==> config.mk <==
export PLATFORM = sky130hd
export DESIGN_NAME = mmio_timer_gpio_resp
export DESIGN_NICKNAME = d
export VERILOG_FILES = /design/src/rtl/mmio_timer_gpio_resp.sv
export SDC_FILE = /design/constraint.sdc
export NUM_CORES = 1
export LEC_CHECK = 0
export ABC_AREA = 1
export CAP_MARGIN = 10
export CORE_MARGIN = 10
export CORE_UTILIZATION = 35
export DETAILED_ROUTE_END_ITERATION = 16
export GPL_ROUTABILITY_DRIVEN = 0
export GPL_TIMING_DRIVEN = 0
export PLACE_DENSITY_LB_ADDON = 0.15
export RECOVER_POWER = 100
export SETUP_SLACK_MARGIN = 0.4
export SYNTH_ARGS = -nofsm -noshare
export SYNTH_HDL_FRONTEND = slang
export SYNTH_SLANG_ARGS = --single-unit
==> constraint.sdc <==
create_clock -name clk -period 1.6 [get_ports clk]
set_input_delay 0.16 -clock clk [delete_from_list [all_inputs] [get_ports clk]]
set_output_delay 0.16 -clock clk [all_outputs]
set_load 0.005 [all_outputs]
==> src/rtl/mmio_timer_gpio_resp.sv <==
// Memory-mapped GPIO and compare-timer responder on the core data port.
// Every accepted request gets a one-cycle resp_valid/resp_data reply on the following cycle.
module mmio_timer_gpio_resp #(
    parameter logic [31:0] BASE_ADDR = 32'h4000_0000,
    parameter int          GPIO_W    = 8
) (
    input  logic              clk,
    input  logic              rst,
    input  logic              req_valid,
    output logic              req_ready,
    input  logic [31:0]       req_addr,
    input  logic [31:0]       req_data,
    input  logic              req_fcn,
    input  logic [2:0]        req_typ,
    output logic              resp_valid,
    output logic [31:0]       resp_data,
    input  logic [GPIO_W-1:0] gpio_in,
    output logic [GPIO_W-1:0] gpio_out,
    output logic              irq
);

    logic              ready_q;
    logic [GPIO_W-1:0] gpio_s1, gpio_s2;
    logic [31:0]       cnt_q, cmp_q;
    logic [2:0]        ctrl_q;
    logic              match_q;

    logic        accept, hit, wr;
    logic [2:0]  sel;
    logic [1:0]  ofs;
    logic [4:0]  shift;
    logic [3:0]  be;
    logic [31:0] bitmask, wdata_sh, rd_word, rd_sh, rd_ext, gpio_word;
    logic        match_evt, status_clr;

    assign req_ready = ready_q;
    assign irq       = match_q & ctrl_q[1];
    assign accept    = req_valid & ready_q;
    // Only the first 32 bytes of the window hold registers; the rest reads as zero.
    assign hit       = (req_addr[31:8] == BASE_ADDR[31:8]) && (req_addr[7:5] == 3'd0);
    assign sel       = req_addr[4:2];
    assign wr        = accept & req_fcn & hit;
    assign match_evt = ctrl_q[0] && (cnt_q == cmp_q);

    always_comb begin
        gpio_word = '0;
        gpio_word[GPIO_W-1:0] = gpio_out;
        case (req_typ[1:0])
            2'd0:    ofs = req_addr[1:0];
            2'd1:    ofs = {req_addr[1], 1'b0};
            default: ofs = 2'd0;
        endcase
        case (req_typ[1:0])
            2'd0:    be = 4'b0001 << ofs;
            2'd1:    be = 4'b0011 << ofs;
            default: be = 4'b1111;
        endcase
        shift    = {ofs, 3'b000};
        bitmask  = {{8{be[3]}}, {8{be[2]}}, {8{be[1]}}, {8{be[0]}}};
        wdata_sh = req_data << shift;

        rd_word = '0;
        if (hit) begin
            case (sel)
                3'd0:    rd_word = gpio_word;
                3'd1:    rd_word[GPIO_W-1:0] = gpio_s2;
                3'd2:    rd_word = cnt_q;
                3'd3:    rd_word = cmp_q;
                3'd4:    rd_word[2:0] = ctrl_q;
                3'd5:    rd_word[0] = match_q;
                default: rd_word = '0;
            endcase
        end
        rd_sh = rd_word >> shift;
        case (req_typ[1:0])
            2'd0:    rd_ext = req_typ[2] ? {24'd0, rd_sh[7:0]} : {{24{rd_sh[7]}}, rd_sh[7:0]};
            2'd1:    rd_ext = req_typ[2] ? {16'd0, rd_sh[15:0]} : {{16{rd_sh[15]}}, rd_sh[15:0]};
            default: rd_ext = rd_sh;
        endcase
        status_clr = wr && (sel == 3'd5) && bitmask[0] && wdata_sh[0];
    end

    always_ff @(posedge clk) begin
        if (rst) begin
            ready_q    <= 1'b0;
            gpio_s1    <= '0;
            gpio_s2    <= '0;
            gpio_out   <= '0;
            cnt_q      <= '0;
            cmp_q      <= 32'hFFFF_FFFF;
            ctrl_q     <= '0;
            match_q    <= 1'b0;
            resp_valid <= 1'b0;
            resp_data  <= '0;
        end else begin
            ready_q    <= 1'b1;
            gpio_s1    <= gpio_in;
            gpio_s2    <= gpio_s1;
            resp_valid <= accept;
            resp_data  <= (accept && !req_fcn) ? rd_ext : 32'd0;

            if (wr && sel == 3'd0)
                gpio_out <= (gpio_out & ~bitmask[GPIO_W-1:0]) | (wdata_sh[GPIO_W-1:0] & bitmask[GPIO_W-1:0]);
            if (wr && sel == 3'd3)
                cmp_q <= (cmp_q & ~bitmask) | (wdata_sh & bitmask);
            if (wr && sel == 3'd4)
                ctrl_q <= (ctrl_q & ~bitmask[2:0]) | (wdata_sh[2:0] & bitmask[2:0]);

            // Bus writes to the counter override both increment and auto-clear.
            if (wr && sel == 3'd2)
                cnt_q <= (cnt_q & ~bitmask) | (wdata_sh & bitmask);
            else if (ctrl_q[0])
                cnt_q <= (match_evt && ctrl_q[2]) ? 32'd0 : cnt_q + 32'd1;

            if (match_evt)
                match_q <= 1'b1;
            else if (status_clr)
                match_q <= 1'b0;
        end
    end

endmodule

==> impl_metrics.toml, run 1 <==
[setup_path]
arrival_ns = 2.12
endpoint_kind = "register"
worstSetupPathType = "register to register"
cp_data_required_time_ns = 1.92
worstPathCellList = "inv_1 -> nand2_1 -> nand4_1 -> nor3_2 -> nand2_1 -> nor2_4 -> nand3_4 -> clkbuf_16 -> nand3_2 -> a21oi_1"
r2r_cells = 10
cpPeakStageDelay_ns = 0.39
critPathMaxFanout = 10
crit_path_frequent_cell = "nand2_1"
critPathSlowestCell = "dfxtp_2"
reg2reg_slack_ns = -0.20
startpoint_type = "register"

[final_layout]
final_util_pct = 55.7
final_nets = 1610
fin_cells = 1829
layout_commonest_cell = "nand2_1"
syn2layout_area_growth_pct = 56.2
most-common-layout-cells = "nand2_1, inv_1, nor2_1, dfxtp_1, buf_6"
final_layout_size_suffix_gt1_share_pct = 34.1
fin_area_mm2 = 0.0127

[timing]
layout_setup_ws_ns = -0.197
slew_headroom_pct = 54.1
period_share_pct = 112
tightest_slew_ns = 0.689
setup_viol = 74
holdWs_ns = 0.181
hold_viol = 0
min_period_ns = 1.80
worst_clock_skew_ns = 0.0134
rsz0062_at_grt = "yes"
fin_tns_setup_ns = -7.65
max_freq_ghz = 0.556
drv_slew = 0

[die]
die_area_mm2 = 0.0296
ios = 122
start_util_pct = 35.7
die_h_um = 172
std_cell_rows = 55
die-width_um = 172
coreArea_mm2 = 0.0227

[route]
drtIter0Drc = 1045
antenna_left = 0
drt-total-wl_um = 35500
vias = 9850
post_drt_wl_per_cell_um = 19.4
drc_errors = 0
vias_per_cell = 5.39
drt_pass1_iterations = 6

[power]
power.total_mw = 8.16
clock_power_share_pct = 48.8
irDropWorstVdd_mv = 0.622
power_frac_comb_pct = 12.5
switching_power_mw = 2.51
p_per_area_mw_per_mm2 = 645
seqPwrFrac_pct = 38.7
swShare_pct = 30.8
internal_power_mw = 5.65
total_leakage_power_nw = 6.05

[clocking]
clk_path_buf_depth = 2
cts_buffers = 17
insertion_delay_ns = 0.44
cts_tree = "done"
htreeDepth = 4
cts_root_buf = "clkbuf_16"
clk_pin_slew_ns = 0.07
cts.sinks = 126
ctsHoldBuffers = 0

[status]
failed_checks = "setup timing"
outcome = "finished, violations left"

[logic_synthesis]
syn_nets = 1381
syn_inst = 1301
synth.cell_area_mm2 = 0.00810
ys_seq_elements = 126
avgSynthCellArea_um2 = 6.23
synth_top_flop_cell = "dfxtp_1"
synth_edf_count = 0
synth.distinct_cells = 47
async_flop_share_pct = 0
ys_warn_count = 0
ys_seq_area_share_pct = 31.1

[placed_design]
post-place-ws_ns = -1.00
dpl_cell_area_mm2 = 0.0101
dp_hpwl_um = 26100
port_buffers = 121
place_inst = 1707

[global_route]
grt_pass1_vias = 9485
grt_first_pass_wirelength_um = 53500
antenna_found_initial = 1
grtUsageTotal_pct = 23.5
grt_max_degree = 17
grt-ovfl-total = 0

[run]
maxCapViolCount = 0

[hold_path]
hp-start = "req_addr[4]"
min_to = "resp_data[2]"
hold_depth = 4
hp-class = "primary input to register"
final cells by class:
| class | count | area, um2 |
|---|---|---|
| Clock inverter | 15 | 159 |
| Multi-Input combinational cell | 939 | 5810 |
| Buffer | 60 | 606 |
| Fill cell | 2186 | 10100 |
| Sequential cell | 126 | 2570 |
| Inverter | 176 | 702 |
| Antenna cell | 1 | 2.50 |
| Timing Repair Buffer | 210 | 2020 |
| Clock buffer | 17 | 425 |
| Tap cell | 285 | 357 |
worst max-delay path by stage:
stage                            from           end  slack (ns)  cells past startpoint
final                        register      register       -0.20                     10
after global routing         register      register       -0.28                     10
after CTS                    register      register       -0.14                      9
after detailed placement  req_addr[4]  resp_data[1]       -1.00                      9
after global placement    req_addr[4]  resp_data[1]        -1.0                      9
after floorplan              register      register        0.14                     13
synthesized netlist by cell type (3+ instances only):
| cell type | instances | share of area [%] |
|---|---|---|
| a21oi_1 | 74 | 4.6 |
| a221oi_1 | 4 | 0.43 |
| a22oi_1 | 6 | 0.56 |
| buf_1 | 3 | 0.14 |
| buf_2 | 26 | 1.6 |
| buf_6 | 9 | 1.3 |
| clkbuf_1 | 20 | 0.93 |
| dfxtp_1 | 126 | 31 |
| inv_1 | 169 | 7.8 |
| inv_2 | 5 | 0.23 |
| nand2_1 | 346 | 16 |
| nand2_2 | 5 | 0.39 |
| nand2_4 | 4 | 0.56 |
| nand3_1 | 86 | 5.3 |
| nand3_2 | 3 | 0.37 |
| nand3b_1 | 3 | 0.28 |
| nand4_1 | 12 | 0.93 |
| nor2_1 | 170 | 7.9 |
| nor2_2 | 5 | 0.39 |
| nor2_4 | 4 | 0.56 |
| nor3_1 | 24 | 1.5 |
| o211ai_1 | 43 | 4.0 |
| o21ai_0 | 72 | 4.4 |
| o21ai_1 | 5 | 0.31 |
| o22ai_1 | 13 | 1.0 |
| xor2_1 | 39 | 4.2 |
power groups by stage:
stage / Sequential [mW] / Clock, mW / Combinational (mW)
after floorplan: 3.24 / 0 / 0.408
after global placement: 3.24 / 0 / 0.847
after detailed placement: 3.24 / 0 / 0.847
after CTS: 3.16 / 3.99 / 0.933
after global routing: 3.16 / 4.13 / 1.08
final: 3.16 / 3.98 / 1.02
worst max-delay path: cells and delay by family, from the launching register on:
| family | cells | cell delay, ns |
|---|---|---|
| compound gates | 1 | 0.07 |
| simple gates | 7 | 0.91 |
| flops | 1 | 0.39 |
| buf+inv | 2 | 0.32 |
kinds of logic after synthesis:
family | synth area share [%]
and+or+nand+nor | 35.8
buffers and inverters | 12.3
AOI/OAI and AO/OA | 16.4
DFF | 31.1
xor gates and xnor gates | 4.32
adders and majority gates | 0.154
per-layer routing:
layer / GRT usage [%] / share of wire [%] / vias to the layer above
met3: 5.65 / 9.4 / 71
met2: 37.0 / 46 / 489
li1: - / - / 4653
met5: 0 / 0 / -
met4: 8.58 / 2.7 / 0
met1: 30.5 / 42 / 4637
repair_timing:
action	4_1_cts	5_1_grt
gates resized for setup	404	174
buffers inserted	46	32
setup endpoints to repair	152	115
cloned	5	6
pin swaps	80	69
endpoints found under the hold margin	0	0
Power figures use the tool's default switching activity.
==> run 2, diff against run 1 <==
Settings changed: GPL_TIMING_DRIVEN 0 to not set.
==> run 2 against run 1 <==
  * Final area is 13% higher
  * Total power up 1.6%
  * Sequential share of layout area down 2.2 points
  * The flow still finishes with violations (setup timing)
  * Clock-buffer cell count is the same
  * Hold slack improved by 0.050 ns
  * Via count grew 5.7%
  * Critical path type unchanged
  * Largest power group unchanged
  * Routed wire length is 5.3% higher
  * Highest routed layer unchanged
  * Sequential power is essentially flat
  * Clock power is 4% lower
  * Core utilization rose by 7.2 points
==> impl_metrics.toml, run 2 (synthesized netlist as in run 1, its figures left out) <==
[timing]
max_freq_ghz = 0.590
period_share_pct = 106
min_period_ns = 1.70
fin_tns_setup_ns = -1.97
layout_setup_ws_ns = -0.0956
holdWs_ns = 0.231
rsz0062_at_grt = "yes"
slew_headroom_pct = 62.6
hold_viol = 0
worst_clock_skew_ns = 0.00701
tightest_slew_ns = 0.560
setup_viol = 43
drv_slew = 0

[setup_path]
critPathMaxFanout = 3
worstPathCellList = "buf_6 -> buf_6 -> nand4_1 -> nor3_4 -> nand3_2 -> xor2_1 -> inv_1 -> nand3_2 -> a21oi_1"
cpPeakStageDelay_ns = 0.35
critPathSlowestCell = "dfxtp_2"
r2r_cells = 9
reg2reg_slack_ns = -0.1
arrival_ns = 2.06
endpoint_kind = "register"
startpoint_type = "register"
worstSetupPathType = "register to register"
cp_data_required_time_ns = 1.96

[final_layout]
final_nets = 1774
fin_area_mm2 = 0.0143
most-common-layout-cells = "nand2_1, buf_4, inv_1, nor2_1, dfxtp_1"
syn2layout_area_growth_pct = 76.4
seqCellArea_mm2 = 0.00260
multi_input_area_mm2 = 0.00603
fin_cells = 1992
diodes = 0
final_util_pct = 63.0
final_layout_size_suffix_gt1_share_pct = 43.7
layout_commonest_cell = "nand2_1"
fillers = 1973

[placed_design]
post-place-ws_ns = -0.670
dp_hpwl_um = 26600
dpl_cell_area_mm2 = 0.0117
port_buffers = 121
place_inst = 1887

[die]
die_h_um = 172
start_util_pct = 35.7
die_area_mm2 = 0.0296
die-width_um = 172
std_cell_rows = 55
ios = 122
coreArea_mm2 = 0.0227

[power]
p_per_area_mw_per_mm2 = 580
swShare_pct = 28.9
internal_power_mw = 5.89
irDropWorstVdd_mv = 0.634
power.total_mw = 8.29
switching_power_mw = 2.39
clock_power_share_pct = 46.3
total_leakage_power_nw = 6.93
seqPwrFrac_pct = 38.1
power_frac_comb_pct = 15.6

[clocking]
cts.sinks = 126
cts_root_buf = "clkbuf_16"
clk_path_buf_depth = 2
htreeDepth = 4
insertion_delay_ns = 0.44
clk_pin_slew_ns = 0.07
cts_tree = "done"
cts_buffers = 17
ctsHoldBuffers = 0

[run]
maxCapViolCount = 0

[route]
drt_pass1_iterations = 5
antenna_left = 0
drt-total-wl_um = 37400
vias_per_cell = 5.23
post_drt_wl_per_cell_um = 18.8
drc_errors = 0
drtIter0Drc = 982
vias = 10411

[global_route]
antenna_found_initial = 0
grtUsageTotal_pct = 24.2
grt-ovfl-total = 0
grt_max_degree = 38
grt_pass1_vias = 9858
grt_first_pass_wirelength_um = 55100

[status]
failed_checks = "setup timing"
outcome = "finished, violations left"

[hold_path]
hp-class = "primary input to register"
## run 2: cell count changes in the layout (fill, tap and decap cells not counted), moves of 8 or more
cell,previous run,this run
buf_4,51,227
nand2_1,309,273
nand2_2,32,62
dfxtp_1,99,81
dfxtp_2,20,37
buf_12,5,20
a21oi_2,39,25
a21oi_1,35,47
inv_1,143,134
buf_6,55,63
clkbuf_2,23,15
nand3_1,34,42
## run 2: worst min path at each step
stage / slack (ns) / to / depth (start not counted) / startpoint
6_report: 0.23 / gpio_s1[5] / 3 / gpio_in[5]
3_5_place_dp: 0.39 / gpio_s2[1] / 2 / gpio_s1[1]
2_1_floorplan: 0.25 / resp_valid / 1 / rst
4_1_cts: 0.23 / gpio_s1[5] / 3 / gpio_in[5]
3_3_place_gp: 0.39 / gpio_s2[5] / 2 / gpio_s1[5]
5_1_grt: 0.25 / gpio_s1[0] / 3 / gpio_in[0]
## run 2: area by class of cell
cell class / instances / share of cell area [%]
inverters: 176 / 4.95
clock buffers: 17 / 2.98
well taps: 285 / 2.49
repair buffers: 431 / 28.2
clock inverters: 15 / 0.980
flip-flops and latches: 126 / 18.2
multi-input cells: 942 / 42.2
## run 2: worst max-delay path: cells and delay by family, from the launching register on
kind	cells	cell delay (ns)
compound gates	1	0.14
xor+xnor	1	0.18
buf+inv	3	0.26
flops	1	0.35
simple gates	4	0.70
## run 2: timing repair
item | in CTS | in global routing
gates resized for setup | 382 | 285
setup buffers | 35 | 27
hold endpoints to repair | 0 | 0
cloned | 9 | 2
pin swaps | 87 | 118
setup endpoints to repair | 151 | 120
## run 2: power groups by stage
stage | registers [mW] | clock network (mW) | logic [mW]
finish | 3.16 | 3.84 | 1.29
global route | 3.16 | 3.98 | 1.36
CTS | 3.17 | 3.85 | 1.16
detailed placement | 3.24 | 0 | 1.05
global placement | 3.24 | 0 | 1.05
floorplan | 3.24 | 0 | 0.408
## run 2: layer usage
metal	wire length, um	GRT usage [%]
met5	0	0
met4	1070	7.31
met3	2840	4.97
met2	17400	39.3
met1	16100	31.5
